--- src/rtl/mac_simd.sv ---
// Signed SIMD multiply-accumulate with guard-bit accumulator, per-lane saturation
// and a stall-freezable output queue of PIPE_DEPTH snapshots.
module mac_simd #(
  parameter int DATA_W     = 16,
  parameter int LANES      = 2,
  parameter int GUARD      = 8,
  parameter int PIPE_DEPTH = 2
) (
  input  logic                  clk,
  input  logic                  reset,
  input  logic [2:0]            instruction,
  input  logic [DATA_W-1:0]     multiplier,
  input  logic [DATA_W-1:0]     multiplicand,
  input  logic                  stall,
  output logic [2*DATA_W-1:0]   result,
  output logic [GUARD-1:0]      protect,
  output logic [LANES-1:0]      sat,
  output logic                  out_valid
);

  localparam int L  = DATA_W / LANES;
  localparam int G  = GUARD / LANES;
  localparam int N  = 2 * DATA_W;
  localparam int FW = N + GUARD;
  localparam int LW = 2 * L + G;

  typedef struct packed {
    logic [GUARD-1:0] g;
    logic [N-1:0]     lo;
    logic [LANES-1:0] sat;
    logic             vld;
  } entry_t;

  logic [N-1:0]     acc_lo_q, acc_lo_d;
  logic [GUARD-1:0] acc_g_q, acc_g_d;
  entry_t           q_q [PIPE_DEPTH];
  entry_t           q_d [PIPE_DEPTH];
  entry_t           out_q, out_d;

  // Full-mode datapath: low N bits of the product of sign-extended operands
  // equal the signed product.
  logic [N-1:0]  full_a_ext, full_b_ext, full_prod;
  logic [FW-1:0] full_acc, full_prod_ext, full_sum, full_clamp;
  logic [GUARD:0] full_top;
  logic          full_ovf;

  assign full_a_ext    = {{DATA_W{multiplier[DATA_W-1]}}, multiplier};
  assign full_b_ext    = {{DATA_W{multiplicand[DATA_W-1]}}, multiplicand};
  assign full_prod     = full_a_ext * full_b_ext;
  assign full_acc      = {acc_g_q, acc_lo_q};
  assign full_prod_ext = {{GUARD{full_prod[N-1]}}, full_prod};
  assign full_sum      = full_acc + full_prod_ext;
  assign full_top      = full_acc[FW-1:N-1];
  assign full_ovf      = !((&full_top) || !(|full_top));
  assign full_clamp    = !full_ovf ? full_acc :
                         (full_acc[FW-1] ? {{(GUARD+1){1'b1}}, {(N-1){1'b0}}}
                                         : {{(GUARD+1){1'b0}}, {(N-1){1'b1}}});

  logic [N-1:0]     lane_mul_lo, lane_mac_lo, lane_sat_lo;
  logic [GUARD-1:0] lane_mul_g, lane_mac_g, lane_sat_g;
  logic [LANES-1:0] lane_ovf;

  generate
    for (genvar gi = 0; gi < LANES; gi++) begin : g_lane
      logic [L-1:0]   a, b;
      logic [2*L-1:0] a_ext, b_ext, prod;
      logic [LW-1:0]  acc, prod_ext, sum, clamp;
      logic [G:0]     top;
      logic           ovf;

      assign a        = multiplier[gi*L +: L];
      assign b        = multiplicand[gi*L +: L];
      assign a_ext    = {{L{a[L-1]}}, a};
      assign b_ext    = {{L{b[L-1]}}, b};
      assign prod     = a_ext * b_ext;
      assign acc      = {acc_g_q[gi*G +: G], acc_lo_q[gi*2*L +: 2*L]};
      assign prod_ext = {{G{prod[2*L-1]}}, prod};
      assign sum      = acc + prod_ext;
      assign top      = acc[LW-1:2*L-1];
      assign ovf      = !((&top) || !(|top));
      assign clamp    = !ovf ? acc :
                        (acc[LW-1] ? {{(G+1){1'b1}}, {(2*L-1){1'b0}}}
                                   : {{(G+1){1'b0}}, {(2*L-1){1'b1}}});

      assign lane_mul_lo[gi*2*L +: 2*L] = prod_ext[2*L-1:0];
      assign lane_mul_g[gi*G +: G]      = prod_ext[LW-1:2*L];
      assign lane_mac_lo[gi*2*L +: 2*L] = sum[2*L-1:0];
      assign lane_mac_g[gi*G +: G]      = sum[LW-1:2*L];
      assign lane_sat_lo[gi*2*L +: 2*L] = clamp[2*L-1:0];
      assign lane_sat_g[gi*G +: G]      = clamp[LW-1:2*L];
      assign lane_ovf[gi]               = ovf;
    end
  endgenerate

  logic [LANES-1:0] new_sat;
  logic             new_vld;

  always_comb begin
    acc_lo_d = acc_lo_q;
    acc_g_d  = acc_g_q;
    new_sat  = '0;
    new_vld  = 1'b0;
    case (instruction)
      3'b000: ;
      3'b100: begin
        acc_lo_d = '0;
        acc_g_d  = '0;
      end
      3'b001: begin
        {acc_g_d, acc_lo_d} = full_prod_ext;
        new_vld = 1'b1;
      end
      3'b010: begin
        {acc_g_d, acc_lo_d} = full_sum;
        new_vld = 1'b1;
      end
      3'b011: begin
        {acc_g_d, acc_lo_d} = full_clamp;
        new_sat = {LANES{full_ovf}};
        new_vld = 1'b1;
      end
      3'b101: begin
        {acc_g_d, acc_lo_d} = {lane_mul_g, lane_mul_lo};
        new_vld = 1'b1;
      end
      3'b110: begin
        {acc_g_d, acc_lo_d} = {lane_mac_g, lane_mac_lo};
        new_vld = 1'b1;
      end
      3'b111: begin
        {acc_g_d, acc_lo_d} = {lane_sat_g, lane_sat_lo};
        new_sat = lane_ovf;
        new_vld = 1'b1;
      end
    endcase
    // A stalled edge drops the opcode entirely rather than deferring it.
    if (stall) begin
      acc_lo_d = acc_lo_q;
      acc_g_d  = acc_g_q;
    end
  end

  always_comb begin
    out_d = out_q;
    for (int k = 0; k < PIPE_DEPTH; k++) q_d[k] = q_q[k];
    if (!stall) begin
      out_d = q_q[0];
      for (int k = 0; k < PIPE_DEPTH - 1; k++) q_d[k] = q_q[k+1];
      q_d[PIPE_DEPTH-1] = '{g: acc_g_d, lo: acc_lo_d, sat: new_sat, vld: new_vld};
    end
  end

  always_ff @(posedge clk or posedge reset) begin
    if (reset) begin
      acc_lo_q <= '0;
      acc_g_q  <= '0;
      out_q    <= '0;
      for (int k = 0; k < PIPE_DEPTH; k++) q_q[k] <= '0;
    end else begin
      acc_lo_q <= acc_lo_d;
      acc_g_q  <= acc_g_d;
      out_q    <= out_d;
      for (int k = 0; k < PIPE_DEPTH; k++) q_q[k] <= q_d[k];
    end
  end

  assign result    = out_q.lo;
  assign protect   = out_q.g;
  assign sat       = out_q.sat;
  assign out_valid = out_q.vld;

endmodule

--- config.mk ---
export PLATFORM = sky130hd
export DESIGN_NAME = mac_simd
export DESIGN_NICKNAME = d
export VERILOG_FILES = /design/src/rtl/mac_simd.sv
export SDC_FILE = /design/constraint.sdc
export NUM_CORES = 1
export LEC_CHECK = 0
export CAP_MARGIN = 20
export CORE_MARGIN = 2
export CORE_UTILIZATION = 45
export CTS_CLUSTER_SIZE = 14
export DETAILED_ROUTE_END_ITERATION = 6
export PLACE_DENSITY = 0.72
export SYNTH_ARGS = -nofsm -noshare
export SYNTH_HDL_FRONTEND = slang
export SYNTH_SLANG_ARGS = --single-unit
export TNS_END_PERCENT = 100
--- constraint.sdc ---
create_clock -name clk -period 15.8 [get_ports clk]
set_input_delay 3.16 -clock clk [delete_from_list [all_inputs] [get_ports clk]]
set_output_delay 3.16 -clock clk [all_outputs]
set_load 0.01 [all_outputs]
==> results of run 1 <==
layout make-up:
cell class	instances	area share (%)
Clock buffer	18	1.616
Clock inverter	14	0.7690
Inverter	484	6.705
Multi-Input combinational cell	1927	68.49
Sequential cell	169	15.56
Tap cell	748	3.444
Timing Repair Buffer	97	3.408
synth_stat cells (5+ instances only):
library cell / n
nand4_1: 13
a31oi_1: 20
clkbuf_1: 83
nand2b_1: 35
ha_1: 217
fa_1: 352
o31ai_1: 14
o211ai_1: 14
mux2i_1: 10
or2_2: 5
a2111oi_0: 7
nand2_1: 194
o21ai_0: 88
xor2_1: 37
nor2b_1: 21
a21boi_0: 7
a21oi_1: 120
a211oi_1: 25
or3_1: 22
inv_1: 484
xnor2_1: 80
o22a_1: 8
and2_1: 145
a221o_1: 10
a21o_1: 42
o22ai_1: 6
dfrtp_1: 169
mux2_2: 111
o21a_1: 20
o21bai_1: 14
a221oi_1: 17
nor2_1: 119
nor3_1: 28
nand3_1: 27
and3_1: 10
kinds of logic (layout without fill, tap and decap cells):
| group | count (synthesis) | in the layout |
|---|---|---|
| flops | 169 | 169 |
| buf+inv | 573 | 613 |
| simple gates | 639 | 639 |
| fa+ha+maj | 569 | 569 |
| mux | 121 | 121 |
| xor+xnor | 119 | 119 |
| compound gates | 479 | 479 |
stage by stage:
step                util [%]  std cells
CTS                    49.42       3457
floorplan                  -       2669
global route           49.42       3457
global placement       48.22       3424
finish                 49.42       3457
detailed placement     48.24       3425
flip-flops by register name, indices dropped and copies added, names as in the netlist:
| name | flops |
|---|---|
| acc_g_q | 8 |
| acc_lo_q | 32 |
| out_valid | 1 |
| protect | 8 |
| q_q | 86 |
| result | 32 |
| sat | 2 |
routing by layer:
metal | part of all wire, % | vias up | wire length, µm | GRT usage, %
met3 | 6.0 | 150 | 3989 | 2.570
met2 | 47 | 759 | 31070 | 38.92
met4 | 3.6 | 0 | 2399 | 9.205
met1 | 44 | 9657 | 28920 | 33.03
met5 | 0 | - | 0 | 0
li1 | - | 8795 | - | -
worst paths after layout:
path | slack, ns | start | end
max | 3.21 | multiplicand[1] | acc_g_q[7]
min | 0.50 | q_q[42] | q_q[85]
max reg2reg | 11.78 | acc_lo_q[1] | q_q[30]
min reg2reg | 0.50 | q_q[42] | q_q[85]
max in group asynchronous | 11.02 | reset | acc_lo_q[26]
min in group asynchronous | 3.26 | reset | q_q[81]
==> results.json, run 1 <==
{
  "critPathTopFamily": "adder cells",
  "startpoint_type": "input port",
  "synth_top_cell_by_area": "fa_1",
  "root_buffer": "clkbuf_16",
  "viasPerCell": 5.601,
  "vias": 19361,
  "synthSimpleGateAreaFrac_pct": 12.71,
  "first_pass_iters": 5,
  "antenna_found_initial": 0,
  "ys_ff_latch": 169,
  "synth_adder_area_share_pct": 39.07,
  "grt_first_pass_wirelength_um": 109300,
  "setup_viol_count_final": 0,
  "numCtsBuffers": 17,
  "portBuffers": 80,
  "cpPeakStageDelay_ns": 0.94,
  "synthFlopType": "dfrtp_1",
  "path_clk_slew_ns": 0.08,
  "cts_resized": 0,
  "worstHoldPathType": "flop to flop",
  "syn_avg_cell_area_um2": 9.360,
  "yosysWarningCount": 0,
  "slew_headroom_pct": 30.31,
  "hold_buffers": 0,
  "finalHoldViolations": 0,
  "fin_worst_skew_ns": 0.01850,
  "ys_seq_area_share_pct": 16.93,
  "die_height_um": 239.6,
  "drc": 0,
  "max_cap_viol_count": 0,
  "regArea_mm2": 0.004229,
  "mostFrequentLayoutCell": "inv_1",
  "critical_path_class": "input port to flop",
  "ant_nets": 0,
  "rows": 86,
  "dp_hpwl_um": 52710,
  "fillerInstances": 4998,
  "end_kind": "flop",
  "layout.nets": 3303,
  "rsz0062_at_grt": "no",
  "synth_top_family_by_area": "adder cells",
  "place_area_mm2": 0.02652,
  "syn_area_mm2": 0.02498,
  "final_area_mm2": 0.02717,
  "initial_utilization_pct": 45.44,
  "postCtsSetupRepairBufs": 0,
  "worst_slack_ns": 3.210,
  "cp_num_buf_inv": 4,
  "synthArstFlopShare_pct": 100.0,
  "die_area_mm2": 0.05742,
  "fin_tns_setup_ns": 0,
  "grt_overflow_total": 0,
  "synth-xor-area-share_pct": 4.257,
  "cp_num_cells": 31,
  "area_delta_synth_final_pct": 8.760,
  "synth.area.top_cells": "fa_1, dfrtp_1, ha_1, inv_1, mux2_2",
  "cts_sinks": 169,
  "synth_top_area_share_pct": 28.21,
  "insertedDiodeCount": 0,
  "hold_depth": 1,
  "status": "finished, final reports clean",
  "grtUsageTotal_pct": 23.98,
  "layout_min_cycle_time_ns": 12.59,
  "cts_buffer_depth": 2,
  "fin_crit_sh_pct": 79.68,
  "die_w_um": 239.6,
  "synth-compound-area-share_pct": 13.01,
  "critical_path.most_common_cell": "fa_1",
  "worstPathRequired_ns": 16.12,
  "drt-total-wl_um": 66380,
  "io_pins": 81,
  "synth.distinct_cells": 78,
  "crit_arrival_ns": 12.91,
  "final_cell_mix": "inv_1, fa_1, ha_1, nand2_1, dfrtp_1",
  "synth_edf_count": 0,
  "cp_slowest_cell": "fa_1",
  "max_freq_mhz": 79.43,
  "h-tree-depth": 4,
  "drive_gt1_share_pct": 6.718,
  "grt_pass1_vias": 20540,
  "globalplace.congestion": 0.9428,
  "coreArea_mm2": 0.05499,
  "cts_tree": "yes",
  "first_iter_violations": 1543,
  "grt_max_degree": 97,
  "synth.net_count": 3276,
  "insertion_delay_ns": 0.44,
  "place_ws_ns": 2.901,
  "worst-path-max-fanout": 16,
  "wl_per_cell_um": 19.20,
  "timing.hold.ws_ns": 0.4969,
  "synth_mux_area_share_pct": 5.404,
  "worstMarginPinSlew_ns": 1.040,
  "synthesis.instances": 2669,
  "reg2reg_depth": 11,
  "multi_input_area_mm2": 0.01861,
  "slew_violations": 0
}
Power of run 1 is not shown: default switching activity piles up to over one toggle a cycle in this logic, so the estimate is an artifact.
==> run 2: changes to the inputs <==
Settings changed: PLACE_DENSITY 0.72 to 0.74.
Clock period 15.8 ns to 11.4 ns, I/O delays scaled along.
==> run 2 against run 1 <==
  * Register-to-register slack lost 4.1 ns
  * Critical path depth grew 2
  * Via count is essentially flat
  * First-iteration DRC count shrank 19%
  * Clock-buffer cell count shrank 1
  * Core utilization grew 0.64 points
==> results.json, run 2 (synthesis gave the netlist of run 1 again) <==
{
  "grt_use_met2_pct": 40.37,
  "path_clk_slew_ns": 0.07,
  "grtUsageTotal_pct": 23.54,
  "grt_overflow_total": 0,
  "vias": 19351,
  "fillerInstances": 4934,
  "critical_path.most_common_cell": "fa_1",
  "insertion_delay_ns": 0.45,
  "worstPathRequired_ns": 11.70,
  "grt_max_degree": 66,
  "layout.nets": 3353,
  "first_pass_iters": 6,
  "setup_viol_count_final": 0,
  "critical_path_class": "input port to flop",
  "regArea_mm2": 0.004229,
  "postCtsSetupRepairBufs": 0,
  "cts_sinks": 169,
  "status": "finished, final reports clean",
  "coreArea_mm2": 0.05499,
  "place_inst": 3475,
  "insertedDiodeCount": 0,
  "finalHoldViolations": 0,
  "crit_arrival_ns": 11.23,
  "portBuffers": 80,
  "grt_use_met1_pct": 31.48,
  "cts_buffer_depth": 2,
  "first_iter_violations": 1245,
  "end_kind": "flop",
  "met3_usage_pct": 2.386,
  "drc": 0,
  "root_buffer": "clkbuf_16",
  "die_w_um": 239.6,
  "drive_gt1_share_pct": 8.412,
  "ant_nets": 0,
  "antenna_found_initial": 0,
  "max_cap_viol_count": 0,
  "busiest_layer": "met2",
  "drt-total-wl_um": 65020,
  "fin_worst_skew_ns": 0.02008,
  "max_freq_mhz": 91.50,
  "cp_slowest_cell": "clkdlybuf4s50_1",
  "mostFrequentLayoutCell": "inv_1",
  "wl_per_cell_um": 18.54,
  "rows": 86,
  "final_cell_mix": "inv_1, fa_1, ha_1, nand2_1, dfrtp_1",
  "slew_violations": 0,
  "grt_first_pass_wirelength_um": 106900,
  "fin_crit_sh_pct": 95.87,
  "largest_reg_flops": 86,
  "area_delta_synth_final_pct": 10.17,
  "worst-path-max-fanout": 11,
  "worstHoldPathType": "flop to flop",
  "multi_input_area_mm2": 0.01862,
  "grt_pass1_vias": 20112,
  "globalplace.congestion": 0.9588,
  "cpPeakStageDelay_ns": 0.68,
  "io_pins": 81,
  "viasPerCell": 5.519,
  "numCtsBuffers": 17,
  "layout_min_cycle_time_ns": 10.93,
  "worstMarginPinSlew_ns": 1.254,
  "slew_headroom_pct": 16.39,
  "cts_tree": "yes",
  "die_height_um": 239.6,
  "fin_cells": 3506,
  "rsz0062_at_grt": "no",
  "die_area_mm2": 0.05742,
  "dp_hpwl_um": 52890,
  "initial_utilization_pct": 45.44,
  "max_flop_register": "q_q",
  "startpoint_type": "input port",
  "h-tree-depth": 4
}
[run 2: cell types whose count changed in the layout (fill, tap and decap cells not counted), sizes merged]
cell           delta
buf              +50
clkbuf            -1
clkdlybuf4s50     -2
clkinv            -2
clkinvlp          -1
dlymetal6s2s      +2
inv               +3
[run 2: layout make-up]
| cell class | count | area share, % |
|---|---|---|
| multi-input cells | 1927 | 67.64 |
| inverters | 484 | 6.619 |
| flip-flops and latches | 169 | 15.37 |
| well taps | 748 | 3.400 |
| clock buffers | 17 | 1.546 |
| clock inverters | 14 | 0.6365 |
| repair buffers | 147 | 4.792 |
[run 2: worst paths after layout]
kind | from | to | slack [ns] | cells after the start
worst min-delay path | q_q[35] | q_q[35] | 0.48 | 2
worst max-delay path | multiplicand[4] | q_q[31] | 0.47 | 33
worst min register to register | q_q[35] | q_q[35] | 0.48 | 2
worst max register to register | acc_lo_q[0] | q_q[17] | 7.68 | 12
max in group asynchronous | reset | q_q[6] | 7.27 | 4
min in group asynchronous | reset | protect[4] | 2.24 | 2
[run 2: per-stage QoR]
stage          util, %  setup slack, ns  setup TNS, ns  hold WS [ns]  instance area (µm²)
6_report         50.05           0.4710              0        0.4847                27520
3_5_place_dp     48.94         -0.07616        -0.1086        0.4719                26910
4_1_cts          50.03           0.2949              0        0.4893                27510
5_1_grt          50.05          0.06409              0        0.5185                27520
3_3_place_gp     48.94         -0.04397       -0.04397        0.4643                26910
2_1_floorplan        -            1.242              0        0.4478                24980
[run 2: repair_timing]
| action | in CTS | in global routing |
|---|---|---|
| gates resized for setup | 0 | 4 |
| hold buffers | 0 | 0 |
| setup endpoints to repair | 0 | 5 |
[run 2: worst max-delay path: cells and delay by family]
family,cells,cell delay (ns)
xor gates and xnor gates,2,0.29
and+or+nand+nor,5,1.08
buffers and inverters,6,1.37
adders and majority gates,8,3.36
AOI/OAI and AO/OA,12,2.81
[run 2: per-layer routing]
metal  share of wire (%)  wire [µm]  vias to the layer above
met4                 2.7       1759                        0
li1                    -          -                     8911
met3                 4.8       3123                       97
met5                   0          0                        -
met2                  50      32570                      587
met1                  42      27560                     9756
Power of run 2 is left out for the same reason.
==> run 3: changes to the inputs <==
Settings changed: SLEW_MARGIN set to 20.
==> run 3 against run 2 <==
  * The run now ends with DRC left
  * Die area unchanged
  * Non-clock buffer count increased by 1
  * Register-to-register slack improved by 0.03 ns
  * Worst setup slack improved by 0.035 ns
  * Sequential cell count unchanged
  * Routed wire length decreased by 0.22%
  * Largest cell class unchanged
  * First-iteration DRC count decreased by 2.6%
  * Hold slack got worse by 0.00058 ns
  * Cell count about the same
  * Clock-buffer cell count unchanged
  * Via count decreased by 0.20%
  * Core utilization about the same
==> results.json, run 3 (synthesis gave the netlist of run 1 again) <==
{
  "status": "finished, violations left",
  "violations": "DRC",
  "first_iter_violations": 1213,
  "grtUsageTotal_pct": 23.54,
  "fin_worst_skew_ns": 0.01908,
  "reg2reg_depth": 13,
  "path_clk_slew_ns": 0.07,
  "antenna_found_initial": 0,
  "cts_tree": "yes",
  "worst-path-max-fanout": 11,
  "postCtsSetupRepairBufs": 0,
  "startpoint_type": "input port",
  "dp_hpwl_um": 52890,
  "drt-total-wl_um": 64870,
  "layout_min_cycle_time_ns": 10.89,
  "fin_tns_setup_ns": 0,
  "cts_buffer_depth": 2,
  "drive_gt1_share_pct": 8.445,
  "worstHoldPathType": "flop to flop",
  "max_flop_register": "q_q",
  "die_area_mm2": 0.05742,
  "grt_first_pass_wirelength_um": 106900,
  "numCtsBuffers": 17,
  "hold_depth": 2,
  "critical_path_class": "input port to flop",
  "ant_nets": 0,
  "grt_pass1_vias": 20112,
  "fin_crit_sh_pct": 95.56,
  "drc": 1,
  "critical_path.most_common_cell": "fa_1",
  "slew_headroom_pct": 33.13,
  "crit_arrival_ns": 11.19,
  "insertion_delay_ns": 0.45,
  "multi_input_area_mm2": 0.01862,
  "setup_viol_count_final": 0,
  "final_cell_mix": "inv_1, fa_1, ha_1, nand2_1, dfrtp_1",
  "rrSetupSlack_ns": 7.71,
  "worstPathRequired_ns": 11.69,
  "mostFrequentLayoutCell": "inv_1",
  "largest_reg_flops": 86,
  "coreArea_mm2": 0.05499,
  "cp_slowest_cell": "clkdlybuf4s50_1",
  "rows": 86,
  "finalHoldViolations": 0,
  "die_w_um": 239.6,
  "max_cap_viol_count": 0,
  "regArea_mm2": 0.004229,
  "initial_utilization_pct": 45.44,
  "grt_max_degree": 66,
  "globalplace.congestion": 0.9588,
  "wl_per_cell_um": 18.50,
  "slew_violations": 0,
  "first_pass_iters": 7,
  "hold_end": "q_q[35]",
  "r2r-end": "q_q[39]",
  "portBuffers": 80,
  "io_pins": 81,
  "die_height_um": 239.6,
  "worstMarginPinSlew_ns": 1.002,
  "area_delta_synth_final_pct": 10.23,
  "insertedDiodeCount": 0,
  "r2r-start": "acc_lo_q[16]",
  "fillerInstances": 4933,
  "cpPeakStageDelay_ns": 0.68,
  "grt_overflow_total": 0,
  "rsz0062_at_grt": "no",
  "vias": 19312,
  "cts_sinks": 169,
  "layout.nets": 3354,
  "root_buffer": "clkbuf_16",
  "end_kind": "flop",
  "hold_start": "q_q[35]",
  "viasPerCell": 5.507,
  "h-tree-depth": 4,
  "max_freq_mhz": 91.80
}
-- run 3: changes by cell type in the layout (fill, tap and decap cells not counted) --
cell,previous run,this run
buf_8,0,1
-- run 3: worst max-delay path, delay by kind of cell --
family	cells	cell delay [ns]
adder cells (fa/ha/maj)	8	3.37
AO/OA/AOI/OAI	12	2.79
buffers and inverters	6	1.37
AND/OR/NAND/NOR	5	1.06
XOR/XNOR	2	0.29
-- run 3: cell type report --
type                       instances  area share, %
clock inverter                    14         0.6361
clock buffer                      17          1.545
multi-input combinational       1927          67.60
timing repair buffer             148          4.843
inverter                         484          6.615
tap                              748          3.399
sequential                       169          15.36
-- run 3: through the flow --
stage | setup slack, ns | hold WS [ns] | area, µm² | instances | util, %
after floorplan | 1.242 | 0.4478 | 24980 | 2669 | -
after global placement | -0.04397 | 0.4643 | 26910 | 3475 | 48.94
after detailed placement | -0.07616 | 0.4719 | 26910 | 3475 | 48.94
after CTS | 0.2949 | 0.4893 | 27510 | 3506 | 50.03
after global routing | 0.07172 | 0.5185 | 27540 | 3507 | 50.08
final | 0.5063 | 0.4842 | 27540 | 3507 | 50.08
-- run 3: timing repair --
item | CTS | global route
resized for setup | 0 | 4
hold buffers | 0 | 0
endpoints found under the setup margin | 0 | 5
-- run 3: worst max-delay path by stage --
stage                               start       to  slack (ns)  cells past startpoint
after detailed placement  multiplicand[5]  q_q[31]       -0.08                     33
after CTS                 multiplicand[5]  q_q[31]        0.29                     33
after global routing      multiplicand[4]  q_q[41]        0.07                     33
final                     multiplicand[4]  q_q[31]        0.51                     33
after floorplan            multiplier[15]  q_q[40]        1.24                     33
after global placement    multiplicand[5]  q_q[31]       -0.04                     33
-- run 3: metal layers --
metal	vias up	part of all wire, %	global-route usage [%]
met2	540	50	40.37
li1	8914	-	-
met5	-	0	0
met1	9765	43	31.48
met3	93	4.5	2.386
met4	0	2.7	7.027
Power of run 3 is left out for the same reason.
